<file path="src/rtl/uart_tx_arbiter.sv">
// Round-robin arbiter that shares one UART transmitter among NUM_REQ byte requesters.
// Optional build macro LOCK_TIMEOUT_EN aborts a packet lock whose owner goes quiet.
module uart_tx_arbiter #(
    parameter int NUM_REQ       = 4,
    parameter int START_WAIT    = 4,
    parameter int LOCK_IDLE_MAX = 16,
    localparam int OW           = (NUM_REQ > 1) ? $clog2(NUM_REQ) : 1
) (
    input  logic                 clock,
    input  logic                 reset,
    input  logic [NUM_REQ-1:0]   i_req,
    input  logic [NUM_REQ-1:0]   i_last,
    input  logic [8*NUM_REQ-1:0] i_data,
    output logic [NUM_REQ-1:0]   o_ack,
    input  logic                 i_tx_ready,
    output logic                 o_tx_isNew,
    output logic [7:0]           o_tx_message,
    output logic [OW-1:0]        o_owner,
    output logic                 o_busy,
    output logic [15:0]          o_byte_count,
    output logic                 o_lock_abort
);

    localparam logic [1:0] S_IDLE       = 2'd0;
    localparam logic [1:0] S_WAIT_START = 2'd1;
    localparam logic [1:0] S_WAIT_DONE  = 2'd2;

    logic [1:0]         r_state;
    logic [OW-1:0]      r_ptr;
    logic               r_locked;
    logic [OW-1:0]      r_owner;
    logic               r_tx_isNew;
    logic [7:0]         r_tx_message;
    logic [NUM_REQ-1:0] r_ack;
    logic [15:0]        r_byte_count;
    logic [7:0]         r_start_cnt;

    logic               w_found;
    logic               w_grant;
    logic [OW-1:0]      w_winner;
    logic [OW-1:0]      w_idx;
    logic [OW-1:0]      w_winner_next;
    logic [OW-1:0]      w_owner_next;
    int                 w_sum;

    // A lock restricts the candidate set to the current owner only.
    always_comb begin
        w_found  = 1'b0;
        w_winner = r_ptr;
        w_idx    = '0;
        w_sum    = 0;
        if (r_locked) begin
            w_found  = i_req[r_owner];
            w_winner = r_owner;
        end else begin
            for (int k = 0; k < NUM_REQ; k++) begin
                w_sum = int'(r_ptr) + k;
                if (w_sum >= NUM_REQ) w_sum = w_sum - NUM_REQ;
                w_idx = OW'(w_sum);
                if (!w_found && i_req[w_idx]) begin
                    w_found  = 1'b1;
                    w_winner = w_idx;
                end
            end
        end
    end

    assign w_grant       = (r_state == S_IDLE) && i_tx_ready && w_found;
    assign w_winner_next = (int'(w_winner) == NUM_REQ - 1) ? '0 : OW'(w_winner + 1'b1);
    assign w_owner_next  = (int'(r_owner) == NUM_REQ - 1) ? '0 : OW'(r_owner + 1'b1);

`ifdef LOCK_TIMEOUT_EN
    logic [15:0] r_lock_cnt;
    logic        r_lock_abort;
    logic        w_lock_idle;
    logic        w_abort;

    assign w_lock_idle = (r_state == S_IDLE) && r_locked && !i_req[r_owner];
    assign w_abort     = w_lock_idle && (r_lock_cnt == 16'(LOCK_IDLE_MAX - 1));

    always_ff @(posedge clock or posedge reset) begin
        if (reset) begin
            r_lock_cnt <= '0;
        end else if (w_lock_idle && !w_abort) begin
            r_lock_cnt <= r_lock_cnt + 16'd1;
        end else begin
            r_lock_cnt <= '0;
        end
    end

    assign o_lock_abort = r_lock_abort;
`else
    logic w_unused_lock_max;
    assign w_unused_lock_max = ^LOCK_IDLE_MAX;
    assign o_lock_abort      = 1'b0;
`endif

    always_ff @(posedge clock or posedge reset) begin
        if (reset) begin
            r_state      <= S_IDLE;
            r_ptr        <= '0;
            r_locked     <= 1'b0;
            r_owner      <= '0;
            r_tx_isNew   <= 1'b0;
            r_tx_message <= 8'h00;
            r_ack        <= '0;
            r_byte_count <= 16'h0000;
            r_start_cnt  <= 8'd0;
`ifdef LOCK_TIMEOUT_EN
            r_lock_abort <= 1'b0;
`endif
        end else begin
            r_tx_isNew <= 1'b0;
            r_ack      <= '0;
`ifdef LOCK_TIMEOUT_EN
            r_lock_abort <= 1'b0;
`endif
            case (r_state)
                S_IDLE: begin
                    if (w_grant) begin
                        r_tx_message    <= i_data[{w_winner, 3'b000} +: 8];
                        r_tx_isNew      <= 1'b1;
                        r_ack[w_winner] <= 1'b1;
                        r_owner         <= w_winner;
                        r_byte_count    <= r_byte_count + 16'd1;
                        r_start_cnt     <= 8'd0;
                        r_state         <= S_WAIT_START;
                        if (i_last[w_winner]) begin
                            r_locked <= 1'b0;
                            r_ptr    <= w_winner_next;
                        end else begin
                            r_locked <= 1'b1;
                        end
                    end
`ifdef LOCK_TIMEOUT_EN
                    else if (w_abort) begin
                        r_locked     <= 1'b0;
                        r_ptr        <= w_owner_next;
                        r_lock_abort <= 1'b1;
                    end
`endif
                end
                S_WAIT_START: begin
                    // Watchdog covers a transmitter that never visibly drops ready.
                    if (!i_tx_ready || (r_start_cnt == 8'(START_WAIT - 1))) begin
                        r_state <= S_WAIT_DONE;
                    end else begin
                        r_start_cnt <= r_start_cnt + 8'd1;
                    end
                end
                S_WAIT_DONE: begin
                    if (i_tx_ready) r_state <= S_IDLE;
                end
                default: r_state <= S_IDLE;
            endcase
        end
    end

    assign o_ack        = r_ack;
    assign o_tx_isNew   = r_tx_isNew;
    assign o_tx_message = r_tx_message;
    assign o_owner      = r_owner;
    assign o_byte_count = r_byte_count;
    assign o_busy       = (r_state != S_IDLE) || r_locked;

endmodule

</file>
<file path="config.mk">
export PLATFORM = sky130hd
export DESIGN_NAME = uart_tx_arbiter
export DESIGN_NICKNAME = d
export VERILOG_FILES = /design/src/rtl/uart_tx_arbiter.sv
export SDC_FILE = /design/constraint.sdc
export NUM_CORES = 1
export LEC_CHECK = 0
export CAP_MARGIN = 0
export CORE_MARGIN = 1
export CORE_UTILIZATION = 30
export CTS_BUF_LIST = sky130_fd_sc_hd__clkbuf_4 sky130_fd_sc_hd__clkbuf_8
export DETAILED_ROUTE_END_ITERATION = 10
export HOLD_SLACK_MARGIN = 0.02
export PLACE_DENSITY = 0.52
export RECOVER_POWER = 25
export SLEW_MARGIN = 0
export SYNTH_ARGS = -nofsm -noshare
export SYNTH_HDL_FRONTEND = slang
export SYNTH_SLANG_ARGS = --single-unit
</file>
<file path="constraint.sdc">
create_clock -name clock -period 4.2 [get_ports clock]
set_input_delay 0.63 -clock clock [delete_from_list [all_inputs] [get_ports clock]]
set_output_delay 0.63 -clock clock [all_outputs]
set_load 0.02 [all_outputs]
</file>
# After elaboration in Yosys (flattened, before gate mapping)
# Cells that the tools add are included.
[totals] register_bits=44 inputBits=43 word_cells=106 output_inout_bits=33
[classes] reduce_logical=19 eq_ne=8 order_cmp=11 n_shift=1 add_sub_neg=10 mux=48
[ops] cell="2-to-1 mux 2 bit" count=17
[ops] cell="variable part select 32 x 6 -> 8 bit" count=1
[ops] cell="less-than comparator 2 x 3 -> 1 bit, second input constant" count=6
[ops] cell="2-to-1 mux 1 bit" count=18
[ops] cell="adder 16 x 1 -> 16 bit, second input constant" count=1
[ops] cell="2-to-1 mux 8 bit" count=2
[ops] cell="case mux 8 bit (2 select lines)" count=1
[ops] cell="binary-select mux 1 bit (select 2 bit)" count=6
[ops] cell=">= comparator 3 bit, second input constant" count=3
[ops] cell="AND reduction 3 bit" count=3
[ops] cell="adder 8 x 1 -> 8 bit, second input constant" count=1
[ops] cell="== test 8 x 2 -> 1 bit, second input constant" count=1
[ops] cell="2-to-1 mux 4 bit" count=2
[ops] cell="!= test 2 bit, second input constant" count=4
[ops] cell="subtractor 2 x 1 -> 2 bit, second input constant" count=4
[ops] cell="adder 2 x 2 -> 3 bit, second input constant" count=2
[ops] cell="logical AND 1 bit" count=6
[ops] cell="case mux 2 bit (3 select lines)" count=1
[ops] cell="== test 2 x 1 -> 1 bit, second input constant" count=2
[ops] cell="logical NOT 1 bit" count=4
[ops] cell="nonzero test 2 bit" count=2
[ops] cell="adder 2 x 1 -> 3 bit, second input constant" count=1
[ops] cell=">= comparator 2 x 3 -> 1 bit, second input constant" count=1
[ops] cell="adder 2 x 1 -> 2 bit, second input constant" count=1
[ops] cell="6 further kinds" count=7

# Longest topological paths before layout
[logic_depth] word_depth=25 ltp_mapped=9 mapped_depth_nobuf=7

# Worst setup path after synthesis
# Ideal clock, no wire load.
[synth_path] path_kind="input-to-reg" from="input port i_req[0]" to="register r_start_cnt[0]" slack_ns=1.985 setup_ns=0.128 path_stages=6 arrival_time_ns=2.088 path_buffers=1 t_required_ns=4.072 path_cell_list="or4_4 o2111ai_4 inv_2 buf_6 a21oi_4 mux2_1"
[synth_between] elab_chain_len=19 elab_cells_between_ends=27 cone_classes="eq/ne (1); mux (18); reduce/logical (8)"
[synth_rtl] element="from (decl)" line="11" text="input logic [NUM_REQ-1:0] i_req,"
[synth_rtl] element="binary-select mux 1 bit (select 2 bit)" line="60" text="if (!w_found && i_req[w_idx]) begin"
[synth_rtl] element="2-to-1 mux 1 bit (not written as such)" line="60"
[synth_rtl] element="2-to-1 mux 1 bit" line="60"
[synth_rtl] element="2-to-1 mux 1 bit" line="52" text="if (r_locked) begin"
[synth_rtl] element="logical NOT 1 bit" line="60"
[synth_rtl] element="logical AND 1 bit" line="60"
[synth_rtl] element="2-to-1 mux 1 bit" line="60"
[synth_rtl] element="2-to-1 mux 1 bit" line="52"
[synth_rtl] element="[3 not listed]"
[synth_rtl] element="2-to-1 mux 1 bit" line="52"
[synth_rtl] element="logical NOT 1 bit" line="60"
[synth_rtl] element="logical AND 1 bit" line="60"
[synth_rtl] element="2-to-1 mux 1 bit" line="60"
[synth_rtl] element="2-to-1 mux 1 bit *" line="52"
[synth_rtl] element="logical AND 1 bit *" line="68" text="assign w_grant = (r_state == S_IDLE) && i_tx_ready && w_found;"
[synth_rtl] element="!= test 2 bit (no source line) *"
[synth_rtl] element="AND reduction 3 bit (no source line) *"
[synth_rtl] element="to (signal assigned)" line="148" text="r_start_cnt <= r_start_cnt + 8'd1;"
[synth_rtl] element="to (decl)" line="36" text="logic [7:0] r_start_cnt;"
# Mark *: on every way between the ends. The rest lies on a longest branch, timed or not. The select of a mux whose other input is x is not followed.
# A chain may end at the register's enable or synchronous reset.

# Worst setup path in the final report
[layout_path] from="input port i_req[1]" to="register r_byte_count[13] (netlist: o_byte_count[13])"
[layout_between] elab_chain_len=18 elab_cells_between_ends=26 cone_classes="mux (18); reduce/logical (8)"
[layout_rtl] element="binary-select mux 1 bit (select 2 bit)" line="60"
[layout_rtl] element="2-to-1 mux 1 bit (not written as such)" line="60"
[layout_rtl] element="2-to-1 mux 1 bit" line="60"
[layout_rtl] element="2-to-1 mux 1 bit" line="52"
[layout_rtl] element="logical NOT 1 bit" line="60"
[layout_rtl] element="logical AND 1 bit" line="60"
[layout_rtl] element="2-to-1 mux 1 bit" line="60"
[layout_rtl] element="2-to-1 mux 1 bit" line="52"
[layout_rtl] element="[2 not listed]"
[layout_rtl] element="2-to-1 mux 1 bit" line="60"
[layout_rtl] element="2-to-1 mux 1 bit" line="52"
[layout_rtl] element="logical NOT 1 bit" line="60"
[layout_rtl] element="logical AND 1 bit" line="60"
[layout_rtl] element="2-to-1 mux 1 bit" line="60"
[layout_rtl] element="2-to-1 mux 1 bit *" line="52"
[layout_rtl] element="logical AND 1 bit *" line="68"
[layout_rtl] element="AND reduction 2 bit (no source line) *"
[layout_rtl] element="to (signal assigned)" line="125" text="r_byte_count <= r_byte_count + 16'd1;"
[layout_rtl] element="to (decl)" line="35" text="logic [15:0] r_byte_count;"
# Marks and branches as above.

==> flow_summary.ini <==
[synth]
synth_flop_cell = dfrtp_1
syn_nets = 262
syn_inst = 216
yosys_warnings = 0
synthSimpleGateAreaFrac_pct = 15.5
muxShareOfSynthArea_pct = 17.5
synth-xor-area-share_pct = 7.36
synth_compound_area_share_pct = 7.62
synth_top_family_by_area = multiplexers
yosys.area.top_type = dfrtp_1
avgSynthCellArea_um2 = 11.0
syn_area_um2 = 2380
seq_area_frac_synth_pct = 46.2
synth-adder-area-share_pct = 1.58
synth_area_leaders = dfrtp_1, mux2i_1, mux2_2, xnor2_1, xor2_1
yosys.cell_types.count = 46
synth_edf_count = 0
async_reset_ff_share_pct = 100
synth_top_cell_area_share_pct = 46.2
ys_ff_latch = 44

[floorplan]
fp.coreArea_um2 = 7690
rows = 32
fp.dieH_um = 91.1
io_pins = 76
start_util_pct = 31.0
dieArea_um2 = 8300
die_w_um = 91.1

[worst_setup_path]
worstPathArrival_ps = 3040
cp_max_fo = 31
required_ps = 4420
end_kind = register
crit_type = in2reg
start_kind = input pin

[global_route]
gr-max-usage-layer = met2
grt_util_met2_pct = 21.5
overflow = 0
grt_max_degree = 45
grt_first_pass_wirelength_um = 8760
use_met1_pct = 17.6
grt_pass1_vias = 1815
gr-usage-met3_pct = 3.27
antenna_found_initial = 0
gr-usage-all-layers_pct = 13.4

[cts]
clock_sinks = 44
clk_latency_ps = 290
cts_max_level = 2
cts_root_buffer = clkbuf_8
cts_resized = 0
postCtsSetupBuffers = 0
numCtsBuffers = 5
clock_path_buffers = 2
cts_tree = built
cts.clk_slew.worst_paths_ps = 80
holdBufCountCts = 0

[power_and_ir_drop]
comb_power_share_pct = 51.1
pwr-share-seq_pct = 34.2
p_leak_nw = 1.44
internal_power_w = 0.00119
p_switching_w = 0.000753
pwr-share-clk_pct = 14.7
swShare_pct = 38.8
ir_drop_mv = 0.204
powerDensity_nw_per_um2 = 590

[timing]
min_period_ps = 2820
slew_headroom_pct = -11.6
layout_setup_ws_ps = 1380
hold_viol_final = 0
tns_ps = 0
timing.hold.ws_ps = 491
report.final.slew_viol_count = 45
min_period_over_period_pct = 67.2
skew_ps = 4.49
worstMarginPinSlew_ps = 1670
max_freq_mhz = 354
finalSetupViolCount = 0
rsz0062_at_grt = false

[detailed_routing]
wire_per_inst_um = 13.2
drtAntennaViolNets = 0
route.detailed.drc = 0
via_count = 1822
drt-initial-drc-count = 78
via_per_inst = 4.64
drt_first_pass_iters = 4
routed_wl_um = 5190

[hold_path]
hp-class = reg2reg

[outcome]
violations = max-capacitance violations, max-slew violations
outcome = finished, violations left

[flow_run]
maxCapViolations = 1

[layout]
fillers = 773
num_antenna_cells = 0
fin_nets = 336
drive_above_1_share_pct = 9.97
multiInputGateArea_um2 = 1180
area_delta_synth_final_pct = 38.3
regArea_um2 = 1100

[placement]
dpl.hpwl_um = 3850
port_buffers = 74
dp_slack_ps = 1010
gp_congestion = 0.732
==> worst paths after layout <==
kind,slack (ps),startpoint,cells after the start,endpoint
max reg2reg,1780,o_owner[0],7,o_byte_count[13]
min,490,o_byte_count[15],1,o_byte_count[15]
min reg2reg,490,o_byte_count[15],1,o_byte_count[15]
min in group asynchronous,1300,reset,2,o_byte_count[7]
max in group asynchronous,1930,reset,2,o_ack[1]
max,1380,i_req[1],8,o_byte_count[13]
==> area by class of cell <==
type                            instances  share of cell area, %
Clock buffer                            8                   2.96
Sequential cell                        44                   33.4
Inverter                                9                   1.03
Tap cell                              102                   3.88
Timing Repair Buffer                   75                   22.7
Multi-Input combinational cell        155                   36.0
==> through the flow <==
stage	utilization [%]	total power (W)	instances	cell area, um2
after floorplan	-	0.00136	216	2380
after global placement	41.6	0.00168	385	3190
after detailed placement	41.6	0.00169	385	3190
after CTS	42.8	0.00198	393	3290
after global routing	42.8	0.00209	393	3290
final	42.8	0.00194	393	3290
==> sequential cells by signal, indices dropped and copies added (netlist names) <==
name,flops
o_byte_count,16
o_tx_message,8
r_start_cnt,8
o_ack,4
o_owner,2
r_ptr,2
r_state,2
o_tx_isNew,1
r_locked,1
==> kinds of logic after synthesis <==
group | after synthesis
AO/OA/AOI/OAI | 21
XOR/XNOR | 20
adder cells (fa/ha/maj) | 3
buffers and inverters | 17
flip-flops | 44
multiplexers | 39
other | 1
AND/OR/NAND/NOR | 71
==> power by group through the flow <==
| stage | clock network, W | logic, W | registers [W] |
|---|---|---|---|
| after global placement | 0 | 0.00101 | 0.000674 |
| after CTS | 0.000297 | 0.00101 | 0.000667 |
| after floorplan | 0 | 0.000637 | 0.000728 |
| after detailed placement | 0 | 0.00101 | 0.000675 |
| after global routing | 0.000313 | 0.00109 | 0.000688 |
| final | 0.000286 | 0.000992 | 0.000666 |
==> worst max-delay path, cell delays in order <==
cell             delay [ps]
clkdlybuf4s50_1         580
mux4_2                  270
nand2b_1                140
o2111ai_4               190
inv_2                   490
nand3_1                 290
nor3_1                  280
xor2_1                  170
==> layout by cell type (no fill, tap or decap), drive strengths merged, types with 2 or more instances in the layout <==
cell / count
a21oi: 3
a2bb2oi: 2
and2: 2
and3: 3
clkbuf: 8
clkdlybuf4s50: 73
dfrtp: 44
ha: 3
inv: 9
mux2: 11
mux2i: 27
nand2: 11
nand2b: 5
nand3: 9
nand4: 7
nor2: 20
nor2b: 2
nor3: 5
o21ai: 3
o22ai: 2
o31a: 2
or2: 2
or3: 2
xnor2: 11
xor2: 9
==> cells in the mapped netlist, types with 2 or more instances <==
master / count
dfrtp_1: 44
mux2i_1: 27
nor2_1: 20
nand2_1: 11
xnor2_1: 11
mux2_2: 9
xor2_1: 9
nand3_1: 8
inv_1: 7
nand4_1: 7
nand2b_1: 5
nor3_1: 4
and3_1: 3
buf_6: 3
ha_1: 3
o21ai_0: 3
a21oi_1: 2
a2bb2oi_1: 2
and2_1: 2
buf_2: 2
buf_4: 2
inv_2: 2
mux2_1: 2
nor2b_1: 2
o22ai_1: 2
o31a_1: 2
or2_2: 2
or3_1: 2
==> per-layer routing <==
layer	part of all wire (%)	wire (um)
met1	44	2300
met2	48	2510
met5	0	0
met4	0.66	34
met3	6.6	342
Note: power is estimated with default switching activity, not from simulation.
